**src/rtl/s_pl_hs_nclk.sv**
```systemverilog
// DELAY-stage valid/ready register pipeline with bubble collapsing, synchronous
// flush and an occupancy count; DELAY=0 degenerates to a combinational wire.
module s_pl_hs_nclk #(
    parameter int              SIZE    = 8,
    parameter int              DELAY   = 3,
    parameter logic [SIZE-1:0] RST_VAL = {SIZE{1'b0}},
    parameter int              CNTW    = 2
) (
    input  logic            clk,
    input  logic            rst,
    input  logic            flush,
    input  logic            ivld,
    output logic            irdy,
    input  logic [SIZE-1:0] idat,
    output logic            ovld,
    input  logic            ordy,
    output logic [SIZE-1:0] odat,
    output logic [CNTW-1:0] occ
);

    generate
        if (DELAY == 0) begin : g_pass
            // No state at all, so the clock and both clears are intentionally unused.
            logic w_unused;
            assign w_unused = ^{clk, rst, flush};

            assign ovld = ivld;
            assign irdy = ordy;
            assign odat = idat;
            assign occ  = '0;
        end else begin : g_pipe
            logic             w_acc;
            logic [DELAY-1:0] w_vld_vec;
            logic [CNTW-1:0]  w_occ;

            assign w_acc = ivld & irdy;

            for (genvar gi = 0; gi < DELAY; gi++) begin : g_stage
                logic            r_vld;
                logic [SIZE-1:0] r_dat;
                logic            w_en;
                logic            w_in_vld;
                logic [SIZE-1:0] w_in_dat;

                if (gi == 0) begin : g_head
                    assign w_in_vld = w_acc;
                    assign w_in_dat = idat;
                end else begin : g_body
                    assign w_in_vld = g_stage[gi-1].r_vld;
                    assign w_in_dat = g_stage[gi-1].r_dat;
                end

                // An empty stage always advances, letting bubbles collapse under a stall.
                if (gi == DELAY - 1) begin : g_tail_en
                    assign w_en = ~r_vld | ordy;
                end else begin : g_mid_en
                    assign w_en = ~r_vld | g_stage[gi+1].w_en;
                end

                always_ff @(posedge clk) begin
                    if (rst || flush) begin
                        r_vld <= 1'b0;
                        r_dat <= RST_VAL;
                    end else if (w_en) begin
                        r_vld <= w_in_vld;
                        // Bubbles leave the data register untouched.
                        if (w_in_vld) begin
                            r_dat <= w_in_dat;
                        end
                    end
                end

                assign w_vld_vec[gi] = r_vld;
            end

            always_comb begin
                w_occ = '0;
                for (int i = 0; i < DELAY; i++) begin
                    w_occ = w_occ + CNTW'(w_vld_vec[i]);
                end
            end

            assign irdy = g_stage[0].w_en & ~flush & ~rst;
            assign ovld = g_stage[DELAY-1].r_vld;
            assign odat = g_stage[DELAY-1].r_dat;
            assign occ  = w_occ;
        end
    endgenerate

endmodule

```
**config.mk**
```make
export PLATFORM = sky130hd
export DESIGN_NAME = s_pl_hs_nclk
export DESIGN_NICKNAME = d
export VERILOG_FILES = /design/src/rtl/s_pl_hs_nclk.sv
export SDC_FILE = /design/constraint.sdc
export NUM_CORES = 1
export LEC_CHECK = 0
export ABC_AREA = 1
export CAP_MARGIN = 30
export CORE_MARGIN = 5
export CORE_UTILIZATION = 50
export CTS_BUF_LIST = sky130_fd_sc_hd__clkbuf_8
export CTS_CLUSTER_DIAMETER = 30
export DETAILED_ROUTE_END_ITERATION = 6
export GPL_TIMING_DRIVEN = 0
export PLACE_DENSITY = 0.8
export SLEW_MARGIN = 20
export SYNTH_ARGS = -nofsm -noshare
export SYNTH_HDL_FRONTEND = slang
export SYNTH_SLANG_ARGS = --single-unit
```
**constraint.sdc**
```tcl
create_clock -name clk -period 1.15 [get_ports clk]
set_clock_uncertainty 0.05 [all_clocks]
set_input_delay 0.1725 -clock clk [delete_from_list [all_inputs] [get_ports clk]]
set_output_delay 0.1725 -clock clk [all_outputs]
set_load 0.005 [all_outputs]
```
# --- Word level (Yosys, flattened, before mapping) ---
# Index checks and enable logic that the tools add are counted.
word_totals:
  register_bits: 27
  input_bits: 13
  out_inout_bits: 12
classes:
  add_sub_neg: 2
  bitwise_logic: 11
  n_reduce_logical: 4
ops:
  columns: ["operator", "n"]
  rows:
  - ["2-bit AND reduction", 3]
  - ["1-bit inverter", 5]
  - ["1-bit AND", 3]
  - ["1-bit OR", 3]
  - ["1-bit by 1-bit adder with 2-bit output", 1]
  - ["2-bit by 1-bit adder with 2-bit output", 1]
  - ["1-bit logical OR", 1]

# --- Longest topological paths before layout ---
# Gate-level depths: netlist (run 1).
depth:
  ltp_word: 8
  depth_mapped: 6

# --- Worst setup path before layout (run 1) ---
# OpenSTA, ideal clock, no wires.
synth_timing:
  path_type: "register to output"
  start: "reg g_pipe.g_stage[2].r_vld (netlist: ovld)"
  end: "out occ[0]"
  arrival_time_ns: 0.901
  required_ns: 0.928
  path_slack_ns: 0.026
  path_stages_with_launch: 2
  n_path_buf: 0
  path_cell_list: "dfxtp_1 > fa_1"
synth_between:
  elab_chain_cells: 1
synth_lines:
  columns: ["element", "line", "source"]
  rows:
  - ["from (decl)", "39", "logic r_vld;"]
  - ["from (signal assigned)", "65", "r_vld <= w_in_vld;"]
  - ["2-bit by 1-bit adder with 2-bit output", "79", "w_occ = w_occ + CNTW'(w_vld_vec[i]);"]
  - ["to (decl)", "18", "output logic [CNTW-1:0] occ"]
# Every way passes these cells.

# --- Final worst setup path (run 1) ---
layout_timing:
  start: "reg g_pipe.g_stage[0].r_vld"
  end: "out occ[0]"
layout_between:
  elab_chain_cells: 2
layout_lines:
  columns: ["element", "line"]
  rows:
  - ["from (decl)", "39"]
  - ["from (signal assigned)", "65"]
  - ["1-bit by 1-bit adder with 2-bit output", "79"]
  - ["2-bit by 1-bit adder with 2-bit output", "79"]
# Every way passes these cells.

==> results.cfg, run 1 <==
[routing]
post_drt_via_cell_ratio = 4.93
wirelength_um = 2360
drt_iter0_markers = 17
antenna_left = 0
drc_errors = 0
wl_per_cell_um = 11.3
num_vias = 1031
drt-pass1-iter-count = 4

[clock_tree]
clock_sinks = 27
clk_pin_slew_ps = 90
cts_tree = yes
clk_path_buf_depth = 2
cts_htree_levels = 1
cts_root_buf = clkbuf_8
cts_buffers = 3
clk_latency_ps = 270

[sta]
rsz0062_at_grt = yes
fin_ws_ps = -302
drv_slew = 0
worst_slew_margin_rel_pct = 86.4
final-hold-violation-count = 0
period_needed_ps = 1450
report.final.setup_viol = 8
period_share_pct = 126
tightest_slew_ps = 203
fmax_ghz = 0.688

[final_layout]
final_common_cell = nor2_1
syn_to_final_growth_pct = 40.1
drive_above_1_share_pct = 23.1
final_cell_mix = nor2_1, nand2_1, dfxtp_1
n_antenna_cell = 0
final_cells = 209
fin_nets = 197
post-route-util_pct = 75.5

[place]
gp_congestion = 0.796
dp_cells = 197
dp_worst_setup_slack_ps = -769
place_hpwl_um = 1580
port_buffers = 23

[logic_synthesis]
synth-seq-area-share_pct = 50.1
yosysWarnings = 0
syn_nets = 161
ys_seq_elements = 27
synth_top_area_share_pct = 50.1
synth_top_area_cell = dfxtp_1
netlist_area_mm2 = 0.00108
synth.area.top_cells = dfxtp_1, nor2_1, nand2_1
ys_types = 14
syn_inst = 147
syn_avg_cell_area_um2 = 7.34

[run_status]
violations = negative setup slack
outcome = finished, violations left

[floorplanning]
start_util_pct = 53.9
coreArea_mm2 = 0.00200
die_w_um = 56.4
row_count = 16
die_h_um = 56.4
dieArea_mm2 = 0.00319
ios = 25

[worst_setup_path]
path_cells = fa_1 -> buf_2
max_stage_delay_ps = 520
critical_path_required_ps = 930
worstSetupPathType = flop to output pin
crit_path_top_delay_cell = fa_1
start_kind = flop
critical_path_arrival_ps = 1230
cp_max_fo = 2
worst_setup_path_end_kind = output pin

[grt]
antenna_found_initial = 0
grt_usage_pct = 15.1
grt_pass1_wl_um = 3840
grt_max_degree = 15
grt_pass1_vias = 958
grt.overflow.total = 0

[flow_run]
drv_cap = 0

[hold_path]
hold_path_class = input port to flop

[pwr]
leakagePower_nw = 0.663
ir_worst_vdd_uv = 957
p_per_area_mw_per_mm2 = 1090
p_total_mw = 1.65
[metrics by stage]
stage / setup TNS (ps) / hold slack [ps] / cell area [µm²]
floorplan: 0 / 277 / 1080
global placement: -8500 / 393 / 1340
detailed placement: -9300 / 403 / 1340
CTS: -815 / 180 / 1460
global route: -2780 / 174 / 1510
finish: -1480 / 187 / 1510
[per-layer routing]
metal,up-vias,GRT usage [%],part of all wire (%)
li1,532,-,-
met1,452,14.0,37
met2,37,28.9,52
met3,10,5.05,7.3
met4,0,7.46,3.4
met5,-,0,0
[report_power, final]
part / switching (mW) / internal, mW
clock: 0.276 / 0.239
combinational: 0.0899 / 0.0829
sequential: 0.00952 / 0.954
total: 0.375 / 1.28
[synthesized netlist by cell type]
cell type  instances
a21oi_1            3
buf_2              5
buf_4              1
dfxtp_1           27
fa_1               1
inv_1             13
inv_2              1
nand2_1           28
nand3_1            9
nand3_2            1
nand4_1            9
nor2_1            40
nor2_4             1
o21ai_0            8
[repair_timing]
item	4_1_cts	5_1_grt
pin swaps	4	9
endpoints found under the setup margin	36	28
gates cloned	0	1
resized for setup	47	17
hold buffers	0	0
setup buffers	12	4
[sequential cells by signal, summed over array words and instances (netlist names)]
register,cells
odat,8
ovld,1
g_pipe.g_stage.r_dat,16
g_pipe.g_stage.r_vld,2
[cell type report]
type                    instances  area [µm²]
flip-flops and latches         27         553
multi-input cells             100         494
fillers                       156         490
repair buffers                 32         285
inverters                      14        57.6
plain buffers                   5        42.5
clock buffers                   3        41.3
well taps                      27        33.8
clock inverters                 1        3.75
[critical path, delay by kind of cell (launching register included)]
family,cells,cell delay (ps)
DFF,1,340
adders and majority gates,1,520
buffers and inverters,1,100
[path summary, 6_finish.rpt]
kind | startpoint | endpoint | slack [ps] | depth (start not counted)
worst max-delay path | g_pipe.g_stage[0].r_vld | occ[0] | -300 | 2
worst min-delay path | ivld | g_pipe.g_stage[0].r_vld | 190 | 3
worst max register to register | g_pipe.g_stage[0].r_vld | g_pipe.g_stage[0].r_dat[2] | -180 | 8
worst min register to register | odat[7] | odat[7] | 420 | 2
[cells by family (layout without fill, tap and decap cells)]
family	after synthesis	after routing	synth area share, %
AOI/OAI and AO/OA	11	11	5.10
adders and majority gates	1	1	1.86
and+or+nand+nor	88	88	35.0
buffers and inverters	20	55	7.89
DFF	27	27	50.1
Power figures use the tool's default switching activity.
==> inputs of run 2 (changes only) <==
--- a/config.mk
+++ b/config.mk
@@ -6,8 +6,9 @@
 export NUM_CORES = 1
 export LEC_CHECK = 0
 export ABC_AREA = 1
+export ABC_CLOCK_PERIOD_IN_PS = 1150
 export CAP_MARGIN = 30
-export CORE_MARGIN = 5
+export CORE_MARGIN = 2
 export CORE_UTILIZATION = 50
 export CTS_BUF_LIST = sky130_fd_sc_hd__clkbuf_8
 export CTS_CLUSTER_DIAMETER = 30
==> results.cfg, run 2 (synthesis gave the netlist of run 1 again) <==
[worst_setup_path]
cp_max_fo = 2
r2r_slack_ps = -60
reg2reg_from = g_pipe.g_stage[0].r_vld
path_cells = buf_6 -> fa_1 -> buf_2
crit_path_top_delay_cell = fa_1
worstSetupPathType = flop to output pin
critical_path_required_ps = 930
max_stage_delay_ps = 480
worst_setup_path_end_kind = output pin
start_kind = flop
r2r.worst_path.cells = 6
critical_path_arrival_ps = 1320
r2r-end = g_pipe.g_stage[0].r_dat[4]

[clock_tree]
clk_path_buf_depth = 2
cts_root_buf = clkbuf_8
clk_pin_slew_ps = 90
clk_latency_ps = 270
cts_buffers = 3
clock_sinks = 27
cts_htree_levels = 1
cts_tree = yes

[floorplanning]
die_w_um = 50.4
ios = 25
row_count = 16
dieArea_mm2 = 0.00254
die_h_um = 50.4
start_util_pct = 53.9
coreArea_mm2 = 0.00200

[pwr]
p_total_mw = 1.67
ir_worst_vdd_uv = 727
leakagePower_nw = 0.646
p_per_area_mw_per_mm2 = 1130

[sta]
fmax_ghz = 0.650
final-hold-violation-count = 0
report.final.setup_viol = 11
fin_ws_ps = -388
period_needed_ps = 1540
finalSetupTns_ps = -1440
holdWs_ps = 184
period_share_pct = 134
tightest_slew_ps = 187
rsz0062_at_grt = yes
worst_slew_margin_rel_pct = 87.5
drv_slew = 0

[place]
dp_cells = 197
place_hpwl_um = 1440
gp_congestion = 0.691
placed_cell_area_mm2 = 0.00134
dp_worst_setup_slack_ps = -751
port_buffers = 23

[grt]
grt_max_degree = 15
grt.overflow.total = 0
antenna_found_initial = 0
grt_pass1_vias = 949
grt_pass1_wl_um = 3900
grt_usage_pct = 20.4

[final_layout]
drive_above_1_share_pct = 20.1
final_cells = 206
largest_reg_flops = 16
n_antenna_cell = 0
design_area_mm2 = 0.00148
regMostFlops = g_pipe.g_stage.r_dat
final_cell_mix = nor2_1, nand2_1, dfxtp_1
fin_nets = 194
final_common_cell = nor2_1
syn_to_final_growth_pct = 37.2
post-route-util_pct = 73.9

[run_status]
violations = negative setup slack
outcome = finished, violations left

[routing]
post_drt_via_cell_ratio = 4.98
antenna_left = 0
wl_per_cell_um = 11.6
drt-pass1-iter-count = 4
drt_iter0_markers = 31
num_vias = 1025
wirelength_um = 2380
drc_errors = 0

[flow_run]
drv_cap = 0

[hold_path]
hold_depth = 3
whs_endpoint = g_pipe.g_stage[0].r_vld
hold_path_class = input port to flop
min-delay-start = ivld
run 2: cell count changes in the layout (fill, tap and decap cells not counted), sizes merged:
cell,change
buf,-5
clkdlybuf4s15,+1
dlygate4sd2,-2
clkbuf,+2
clkdlybuf4s50,+1
run 2: layout make-up:
type,instances,area [µm²]
Buffer,6,53.8
Clock buffer,3,41.3
Clock inverter,1,3.75
Fill cell,163,522
Inverter,14,55.1
Multi-Input combinational cell,100,483
Sequential cell,27,556
Tap cell,27,33.8
Timing Repair Buffer,28,254
run 2: worst max path at each step:
stage                                        from  endpoint  slack (ps)  cells after the start
after global placement                      flush      irdy        -750                      6
after CTS                 g_pipe.g_stage[0].r_vld    occ[0]        -370                      3
after global routing      g_pipe.g_stage[0].r_vld    occ[0]        -410                      3
final                     g_pipe.g_stage[0].r_vld    occ[0]        -390                      3
after detailed placement                    flush      irdy        -750                      6
after floorplan                              ovld    occ[0]          30                      1
run 2: routing by layer:
| layer | share of wire [%] | vias to the layer above | track usage (%) |
|---|---|---|---|
| li1 | - | 526 | - |
| met5 | 0 | - | 0 |
| met1 | 39 | 455 | 20.3 |
| met3 | 4.7 | 9 | 2.38 |
| met2 | 54 | 35 | 40.6 |
| met4 | 2.8 | 0 | 10.4 |
run 2: critical path: cells and delay by family (launching register included):
kind / cells / cell delay, ps
buf+inv: 2 / 210
flops: 1 / 350
fa+ha+maj: 1 / 480
run 2: report_power, final:
| part | internal [mW] | switching [mW] | leakage (nW) | total [mW] |
|---|---|---|---|---|
| combinational | 0.0887 | 0.0900 | 0.394 | 0.179 |
| sequential | 0.954 | 0.0104 | 0.224 | 0.964 |
| clock | 0.240 | 0.291 | 0.0269 | 0.531 |
| total | 1.28 | 0.391 | 0.646 | 1.67 |
run 2: timing repair:
action | in CTS | in global routing
gates cloned | 0 | 0
setup buffers | 11 | 0
resized for setup | 41 | 13
pin swaps | 3 | 2
hold buffers | 0 | 0
setup endpoints to repair | 36 | 29
